$ cat config.mk
export PLATFORM = sky130hd
export DESIGN_NAME = wb_dest_queue
export DESIGN_NICKNAME = d
export VERILOG_FILES = /design/src/rtl/wb_dest_queue.sv
export SDC_FILE = /design/constraint.sdc
export NUM_CORES = 1
export LEC_CHECK = 0
export BUFFER_PORTS_ARGS = -buffer_cell sky130_fd_sc_hd__buf_4
export CORE_MARGIN = 5
export CORE_UTILIZATION = 50
export CTS_CLUSTER_SIZE = 10
export DETAILED_ROUTE_END_ITERATION = 10
export PLACE_DENSITY_LB_ADDON = 0.12
export RECOVER_POWER = 25
export SETUP_SLACK_MARGIN = 0.15
export SLEW_MARGIN = 20
export SYNTH_ARGS = -nofsm -noshare
export SYNTH_HDL_FRONTEND = slang
export SYNTH_SLANG_ARGS = --single-unit
$ cat constraint.sdc
create_clock -name CLK -period 2.25 [get_ports CLK]
set_input_delay 0.1125 -clock CLK [delete_from_list [all_inputs] [get_ports CLK]]
set_output_delay 0.1125 -clock CLK [all_outputs]
set_load 0.03 [all_outputs]
$ cat src/rtl/wb_dest_queue.sv
// Destination-register selector with an in-order issue-to-writeback queue.
// Drives the writeback address and flags RAW hazards against pending destinations.
module wb_dest_queue #(
    parameter int REG_AW   = 5,
    parameter int DEPTH    = 4,
    parameter int LINK_REG = 31
) (
    input  logic                           CLK,
    input  logic                           Reset,
    input  logic [REG_AW-1:0]              rt,
    input  logic [REG_AW-1:0]              rd,
    input  logic [1:0]                     Regout,
    input  logic                           issue,
    input  logic                           wb,
    input  logic [REG_AW-1:0]              rs_chk,
    input  logic [REG_AW-1:0]              rt_chk,
    output logic [REG_AW-1:0]              sel_dest,
    output logic [REG_AW-1:0]              wb_dest,
    output logic                           wb_valid,
    output logic [$clog2(DEPTH+1)-1:0]     count,
    output logic                           full,
    output logic                           empty,
    output logic                           hazard,
    output logic                           err
);

    localparam int CW = $clog2(DEPTH + 1);
    localparam int PW = $clog2(DEPTH);
    localparam logic [CW-1:0]     DEPTH_C   = CW'(DEPTH);
    localparam logic [PW-1:0]     LAST_PTR  = PW'(DEPTH - 1);
    localparam logic [REG_AW-1:0] LINK_DEST = REG_AW'(LINK_REG);

    logic [REG_AW-1:0] dest_q [DEPTH];
    logic [DEPTH-1:0]  valid_q;
    logic [PW-1:0]     wptr_q, wptr_d;
    logic [PW-1:0]     rptr_q, rptr_d;
    logic [CW-1:0]     count_q, count_d;
    logic              err_q, err_d;
    logic              do_push, do_pop;
    logic [DEPTH-1:0]  hit;

    function automatic logic [PW-1:0] ptr_inc(input logic [PW-1:0] p);
        return (p == LAST_PTR) ? '0 : p + 1'b1;
    endfunction

    always_comb begin
        sel_dest = '0;
        case (Regout)
            2'b00:   sel_dest = rt;
            2'b01:   sel_dest = rd;
            2'b10:   sel_dest = LINK_DEST;
            default: sel_dest = '0;
        endcase
    end

    // A pop on a full queue frees the slot the push lands in on the same edge.
    assign do_pop  = wb && (count_q != '0);
    assign do_push = issue && ((count_q != DEPTH_C) || do_pop);

    always_comb begin
        wptr_d  = wptr_q;
        rptr_d  = rptr_q;
        count_d = count_q;
        err_d   = err_q;
        if (do_push) begin
            wptr_d = ptr_inc(wptr_q);
        end
        if (do_pop) begin
            rptr_d = ptr_inc(rptr_q);
        end
        case ({do_push, do_pop})
            2'b10:   count_d = count_q + 1'b1;
            2'b01:   count_d = count_q - 1'b1;
            default: count_d = count_q;
        endcase
        if ((issue && !do_push) || (wb && !do_pop)) begin
            err_d = 1'b1;
        end
    end

    always_ff @(posedge CLK) begin
        if (Reset) begin
            wptr_q  <= '0;
            rptr_q  <= '0;
            count_q <= '0;
            err_q   <= 1'b0;
            valid_q <= '0;
        end else begin
            wptr_q  <= wptr_d;
            rptr_q  <= rptr_d;
            count_q <= count_d;
            err_q   <= err_d;
            for (int i = 0; i < DEPTH; i++) begin
                // Push wins when both hit the same slot (full queue, pop + push).
                if (do_push && (wptr_q == PW'(i))) begin
                    valid_q[i] <= 1'b1;
                end else if (do_pop && (rptr_q == PW'(i))) begin
                    valid_q[i] <= 1'b0;
                end
            end
        end
    end

    always_ff @(posedge CLK) begin
        for (int i = 0; i < DEPTH; i++) begin
            if (!Reset && do_push && (wptr_q == PW'(i))) begin
                dest_q[i] <= sel_dest;
            end
        end
    end

    // Register 0 entries keep writeback order but never constitute a hazard.
    generate
        for (genvar gi = 0; gi < DEPTH; gi++) begin : g_hit
            assign hit[gi] = valid_q[gi] && (dest_q[gi] != '0) &&
                             ((dest_q[gi] == rs_chk) || (dest_q[gi] == rt_chk));
        end
    endgenerate

    assign hazard   = |hit;
    assign wb_valid = valid_q[rptr_q];
    assign wb_dest  = valid_q[rptr_q] ? dest_q[rptr_q] : '0;
    assign count    = count_q;
    assign full     = (count_q == DEPTH_C);
    assign empty    = (count_q == '0);
    assign err      = err_q;

endmodule
==> metrics.md, run 1 <==
| Metric | Value |
|---|---|
| Footprint of the flip-flops and latches | 892.1 um^2 |
| Power density over the cells | roughly 830 mW/mm^2 |
| Post-synthesis sequential area ratio | 42.21% |
| Highest-delay cell along the critical path | sky130_fd_sc_hd__dfxtp_4 |
| Count of fill cells added during filler insertion | between 300 and 400 |
| Shortest period the worst path allows | 2035 ps |
| Critical hold path startpoint | Reset |
| Initial standard-cell utilization of the core | 51.80% |
| Tcrit/Tclk final | 90.43% |
| Max cap viols | 0 |
| Flop and latch count out of synthesis | 34 |
| Largest fanout of any net on the critical path | 7 |
| Leakage | approximately 0.00096 uW |
| Ports placed on the boundary | 44 |
| Fin cells | 295 |
| Relative slew slack | 63.20% |
| Total negative slack | 0 ps |
| Source of the worst register-to-register timing path | count[2] |
| Minimum setup slack after placement | 100.1 ps |
| Count of nets after finishing | 280 |
| Count of unique library cells instantiated by Yosys | 29 |
| Syn Inst Count | 200 |
| Async S/R FF share, synth | 0% |
| Stage delay of the slowest cell on the critical path | ~380 ps |
| Number of setup violations in the final report | 0 |
| Global-route wire length before repair | roughly 7.8 mm |
| Synth top cells by count | sky130_fd_sc_hd__xnor2_1, sky130_fd_sc_hd__edfxtp_1, sky130_fd_sc_hd__nor2_1 |
| Die boundary height | 74.61 um |
| Clock latency of the later-clocked register in the worst-skew pair | around 280 ps |
| CP required | roughly 2500 ps |
| DIE WIDTH | 74.61 um |
| Cell types occupying the most area after synthesis | sky130_fd_sc_hd__edfxtp_1, sky130_fd_sc_hd__dfxtp_1, sky130_fd_sc_hd__xnor2_1, sky130_fd_sc_hd__xor2_1, sky130_fd_sc_hd__ha_1 |
| Maximum vdd drop | 0.5661 mV |
| Hold Crit Class | in2reg |
| Syn avg cell area | about 10 um^2 |
| Netlist Area Pre-Place | 0.002087 mm^2 |
| Setup repair after global routing missed its margin | no |
| Yosys synthesis warning count | 0 |
| # rows | 23 |
| Clock Path Buffers | 2 |
| Placed standard-cell area | 0.002460 mm^2 |
| Main flop type after synthesis | sky130_fd_sc_hd__edfxtp_1 |
| Reg2Reg Capture Point | count[2] |
| Top-area cell type share of the netlist area | between 20% and 30% |
| Final worst hold slack | 84.98 ps |
| Count of input and output buffers | 43 |
| Estimated wirelength of the detail-placed design | between 3 and 4 mm |
| Ant diodes | 0 |
| Outcome | completed |
| Inst Count DP | 286 |
| Cells traversed along the worst timing path | nor2b_4 -> a21boi_4 -> inv_2 -> ha_2 -> inv_1 -> fa_1 -> xor2_1 -> or3_1 -> a21oi_1 |
| Number of detailed-route iterations in the first pass | 4 |
| Weighted congestion reported at the end of routability-driven placement | 0.9240 |
| Area enclosed by the die boundary | 0.005566 mm^2 |
| Cell taking the most area after synthesis | sky130_fd_sc_hd__edfxtp_1 |
| Number of H-tree branching levels | 2 |
| Number of antenna violations at the first check in global routing | 0 |
| Total routing usage reported by global routing | 18.75% |
| Maximum number of pins on one net before global-route repair | 14 |
| Initial detailed-routing violation count | 87 |
| Slew at the pin with the worst max-slew slack | 546.2 ps |
| Final Skew | 8.926 ps |
| Number of buffers inserted during clock tree synthesis | 5 |
| Wirelength, routed | around 4.8 mm |
| Critical path launch point type | register |
| Post-Synthesis Net Count | around 240 |
| Post-synth EDFFs | 20 |
| Routed wirelength normalized by instance count | between 15 and 20 um |
| Worst path arrival time | around 2300 ps |
| Total overflow reported by the global router | 0 |
| Worst setup EP type | register |
| Post-route ant nets | 0 |
| Design Area, Final | 0.002560 mm^2 |
| Total via count in the routed design | 1624 |
| Dominant cell by count in the synthesized netlist | sky130_fd_sc_hd__xnor2_1 |
| Type of the worst setup path | reg2reg |
| Pins Over Slew Limit | 0 |
| Hold Path Sink | count[2] |
| Number of global-route vias before repair | 1620 |
| Max Clk Rate | 491.5 MHz |
| CTS tree | yes |
| Area of the multi-input gates | 0.001156 mm^2 |
| Fraction of layout cells with a size suffix above 1 | 26.53% |
| Core footprint | slightly above 0.004 mm^2 |
| Count of cells along the worst register-to-register path | 9 |
| Total DRC errors in the routed layout | 0 |
| Synth-to-layout area growth | 22.66% |
| Cell depth of the worst hold path | 2 |
| Clk Tree Root Cell | sky130_fd_sc_hd__clkbuf_8 |
| Clock net sink count | 34 |
| Hold Violations, Final | 0 |
| Vias per Instance | between 5 and 6 |
| Clk pin slew, worst setup/hold paths | 70 ps |
| Final critical-path setup slack | 215.3 ps |
| Reg2Reg Setup Slack | 220 ps |
==> registers in the layout (all words and copies together) (netlist names), named ones only <==
signal,flops
wptr_q,2
dest_q,20
count,3
valid_q,4
err,1
rptr_q,2
==> kinds of logic (layout without fill, tap and decap cells) <==
kind of cell	Yosys count	count (layout)	share of synthesized area (%)
mux	8	8	7.614
xor+xnor	42	42	17.63
simple gates	68	68	15.83
flops	34	34	42.21
buf+inv	17	62	3.477
fa+ha+maj	10	10	6.355
compound gates	21	21	6.894
==> worst max-delay path: cells and delay by family, from the launching register on <==
family / cells / cell delay, ps
adder cells (fa/ha/maj): 2 / 550
flip-flops: 1 / 380
XOR/XNOR: 1 / 170
AO/OA/AOI/OAI: 2 / 220
buffers and inverters: 2 / 140
AND/OR/NAND/NOR: 2 / 500
==> layout make-up <==
class / count / area share (%)
clock buffer: 6 / 2.835
clock inverter: 2 / 0.3421
inverter: 9 / 1.320
multi-input combinational: 149 / 45.16
sequential: 34 / 34.85
tap: 50 / 2.444
timing repair buffer: 45 / 13.05
==> placed cells by master, fill, tap and decap left out, drive strengths merged, types with 8 or more instances in the layout <==
| master | count |
|---|---|
| nor2 | 20 |
| xor2 | 18 |
| xnor2 | 24 |
| and2 | 10 |
| ha | 9 |
| nand3 | 8 |
| dfxtp | 14 |
| inv | 9 |
| edfxtp | 20 |
| nor3 | 10 |
| buf | 44 |
| nand2 | 12 |
==> where the power goes <==
| part | switching (uW) | internal, uW | total, uW |
|---|---|---|---|
| registers | 115 | 751 | 866 |
| clock network | 203 | 212 | 416 |
| logic | 461 | 384 | 845 |
==> what timing repair did <==
action | 4_1_cts | 5_1_grt
resized for setup | 1 | 3
endpoints found under the setup margin | 1 | 1
pin swaps | 0 | 0
buffers inserted | 0 | 1
hold buffers | 0 | 0
gates cloned | 0 | 0
==> layer usage <==
layer | part of all wire (%) | routed length (um) | vias to the layer above | GRT usage, %
met5 | 0 | 0 | - | 0
met4 | 2.1 | 101 | 0 | 8.498
met3 | 7.4 | 352 | 11 | 4.595
met2 | 47 | 2265 | 73 | 28.29
met1 | 43 | 2052 | 759 | 25.54
li1 | - | - | 781 | -
==> worst max-delay path by stage <==
stage                        start  endpoint  slack (ps)
after floorplan           count[0]  count[2]         160
after global placement    count[0]  count[2]         170
after detailed placement  count[0]  count[2]         100
after CTS                 count[2]  count[2]         160
after global routing      count[2]  count[2]         170
final                     count[2]  count[2]         220
==> per-stage QoR <==
step	total power, uW	utilization [%]
after detailed placement	1699	61.06
after CTS	2130	63.14
after floorplan	1426	-
final	2126	63.54
after global routing	2271	63.54
after global placement	1683	61.06
Power figures use the tool's default switching activity.
==> run 2: changes to the inputs <==
--- a/config.mk
+++ b/config.mk
@@ -5,7 +5,9 @@
 export SDC_FILE = /design/constraint.sdc
 export NUM_CORES = 1
 export LEC_CHECK = 0
+export ABC_CLOCK_PERIOD_IN_PS = 2250
 export BUFFER_PORTS_ARGS = -buffer_cell sky130_fd_sc_hd__buf_4
+export CORE_ASPECT_RATIO = 0.9
 export CORE_MARGIN = 5
 export CORE_UTILIZATION = 50
 export CTS_CLUSTER_SIZE = 10
==> run 2 against run 1 <==
  * Fmax is 1.7% higher
  * Combinational power about the same
  * Die area about the same
  * Cell count decreased by 0.34%
  * Register-to-register slack gained 30 ps
  * Critical path type unchanged
  * Clock power down 2%
  * Count of clock-buffer cells in the layout did not move
  * Critical path depth unchanged
  * Final area grew 0.20%
  * Worst hold slack gained 9.8 ps
  * First-iteration DRC count up 15%
  * Sequential power is essentially flat
==> metrics.md, run 2 (same netlist as run 1, synthesis figures left out) <==
| Metric | Value |
|---|---|
| Outcome | completed |
| Cells traversed along the worst timing path | nor2b_4 -> a21boi_4 -> inv_2 -> ha_2 -> inv_1 -> fa_1 -> xor2_1 -> or3_1 -> a21oi_1 |
| DIE WIDTH | 78.10 um |
| Fraction of layout cells with a size suffix above 1 | approximately 27% |
| CTS tree | yes |
| Total of hold buffers inserted after clock tree synthesis | 0 |
| Critical path launch point type | register |
| Number of antenna violations at the first check in global routing | 0 |
| Initial standard-cell utilization of the core | 51.58% |
| Worst path arrival time | around 2200 ps |
| Type of the worst setup path | reg2reg |
| Maximum number of pins on one net before global-route repair | 14 |
| Slew at the pin with the worst max-slew slack | 631.8 ps |
| Minimum setup slack after placement | 141.8 ps |
| Die boundary height | 71.29 um |
| Fin cells | 294 |
| Setup repair after global routing missed its margin | no |
| Vias per Instance | between 5 and 6 |
| Final core occ | 63.39% |
| Ant diodes | 0 |
| Area enclosed by the die boundary | 0.005568 mm^2 |
| Wirelength, routed | 4.697 mm |
| Cell depth of the worst hold path | 2 |
| Post-route ant nets | 0 |
| CP required | roughly 2500 ps |
| Highest-delay cell along the critical path | sky130_fd_sc_hd__dfxtp_4 |
| Power density over the cells | 826.2 mW/mm^2 |
| Weighted congestion reported at the end of routability-driven placement | slightly above 0.9 |
| Clock net sink count | 34 |
| Flip-flop count of the largest register after layout | 20 |
| Worst setup EP type | register |
| Inst Count DP | 284 |
| Reg2Reg Setup Slack | ~250 ps |
| Kind of cell with the highest combined delay on the critical path | adder cells |
| Clk Tree Root Cell | sky130_fd_sc_hd__clkbuf_8 |
| Source of the worst register-to-register timing path | count[2] |
| Reg2Reg Capture Point | count[2] |
| Count of nets after finishing | 281 |
| Synth-to-layout area growth | 22.90% |
| Number of global-route vias before repair | ~1.5k |
| Hold Crit Class | in2reg |
| Ports placed on the boundary | 44 |
| Final Skew | 7.289 ps |
| Total overflow reported by the global router | 0 |
| Hold Violations, Final | 0 |
| Pins Over Slew Limit | 0 |
| Total DRC errors in the routed layout | 0 |
| Largest fanout of any net on the critical path | 7 |
| Count of cells along the worst register-to-register path | 9 |
| Core footprint | 0.004046 mm^2 |
| Leakage | approximately 0.00097 uW |
| Commonest non-fill, non-tap cells in the layout | sky130_fd_sc_hd__buf_4, sky130_fd_sc_hd__xnor2_1, sky130_fd_sc_hd__edfxtp_1 |
| Routed wirelength normalized by instance count | 15.98 um |
| Max Clk Rate | 499.9 MHz |
| Hold Path Sink | count[2] |
| Number of H-tree branching levels | 2 |
| Buf+Inv Stages, Crit Path | 2 |
| Stage delay of the slowest cell on the critical path | 380 ps |
| Relative slew slack | a little under three fifths |
| Clock latency of the later-clocked register in the worst-skew pair | 280 ps |
| Largest reg by FF count | dest_q |
| Initial detailed-routing violation count | 100 |
| Most common cell after layout, fill and taps aside | sky130_fd_sc_hd__buf_4 |
| Count of input and output buffers | 43 |
| Number of buffers inserted during clock tree synthesis | 5 |
| Shortest period the worst path allows | 2000 ps |
| Estimated wirelength of the detail-placed design | roughly 3.7 mm |
| Global-route wire length before repair | roughly 7.5 mm |
| # rows | 22 |
| Total via count in the routed design | approximately 1.6k |
| Clk pin slew, worst setup/hold paths | 70 ps |
| Max cap viols | 0 |
| Critical hold path startpoint | Reset |
| Number of setup violations in the final report | 0 |
| Design Area, Final | 0.002565 mm^2 |
| Total negative slack | 0 ps |
| Placed standard-cell area | 0.002457 mm^2 |
| Total routing usage reported by global routing | 17.30% |
| Final critical-path setup slack | 249.6 ps |
| Number of detailed-route iterations in the first pass | 4 |
| Maximum vdd drop | 0.8100 mV |
| Tcrit/Tclk final | around nine tenths |
| Clock Path Buffers | 2 |
==> run 2: changes by cell type in the layout (fill, tap and decap cells not counted), sizes merged <==
| cell | delta |
|---|---|
| buf | +1 |
==> run 2: cell type report <==
| type | count | area, um^2 |
|---|---|---|
| clock buffers | 6 | 72.57 |
| clock inverters | 2 | 8.758 |
| fillers | 334 | 1481 |
| inverters | 9 | 33.78 |
| multi-input cells | 149 | 1156 |
| flip-flops and latches | 34 | 892.1 |
| well taps | 48 | 60.06 |
| repair buffers | 46 | 341.6 |
==> run 2: layer usage <==
layer / vias up / wire length, um / track usage [%] / share of wire, %
met5: - / 0 / 0 / 0
met4: 0 / 107 / 6.004 / 2.3
met3: 14 / 330 / 5.402 / 7.0
met2: 62 / 2063 / 25.64 / 44
met1: 725 / 2195 / 24.03 / 47
li1: 786 / - / - / -
==> run 2: where the power goes <==
part / total [uW] / switching, uW / internal [uW] / leakage, uW
clock: 409 / 197 / 212 / 0.0000426
sequential: 865 / 113 / 751 / 0.000299
combinational: 846 / 456 / 390 / 0.000628
total: 2120 / 766 / 1350 / 0.000970
==> run 2: how the worst max path moves through the flow <==
stage                   from  endpoint  slack [ps]  cells past startpoint
finish              count[2]  count[2]         250                      9
global route        count[2]  count[2]         150                      9
CTS                 count[2]  count[2]         180                      9
detailed placement  count[0]  count[2]         140                      9
global placement    count[0]  count[2]         170                      9
floorplan           count[0]  count[2]         160                      8
==> run 2: what timing repair did <==
item | in CTS | in global routing
resized for setup | 1 | 3
setup endpoints to repair | 1 | 1
setup buffers | 0 | 2
==> run 2: through the flow <==
stage	power [uW]	hold WS, ps
5_1_grt	2264	98.17
3_3_place_gp	1693	386.4
2_1_floorplan	1426	171.9
4_1_cts	2119	95.22
6_report	2119	94.76
3_5_place_dp	1699	392.7
==> run 2: worst reg2reg max path: stages (launching register included) <==
cell	delay [ps]
sky130_fd_sc_hd__dfxtp_4	380
sky130_fd_sc_hd__nor2b_4	180
sky130_fd_sc_hd__a21boi_4	90
sky130_fd_sc_hd__inv_2	80
sky130_fd_sc_hd__ha_2	180
sky130_fd_sc_hd__inv_1	50
sky130_fd_sc_hd__fa_1	370
sky130_fd_sc_hd__xor2_1	160
sky130_fd_sc_hd__or3_1	300
sky130_fd_sc_hd__a21oi_1	140
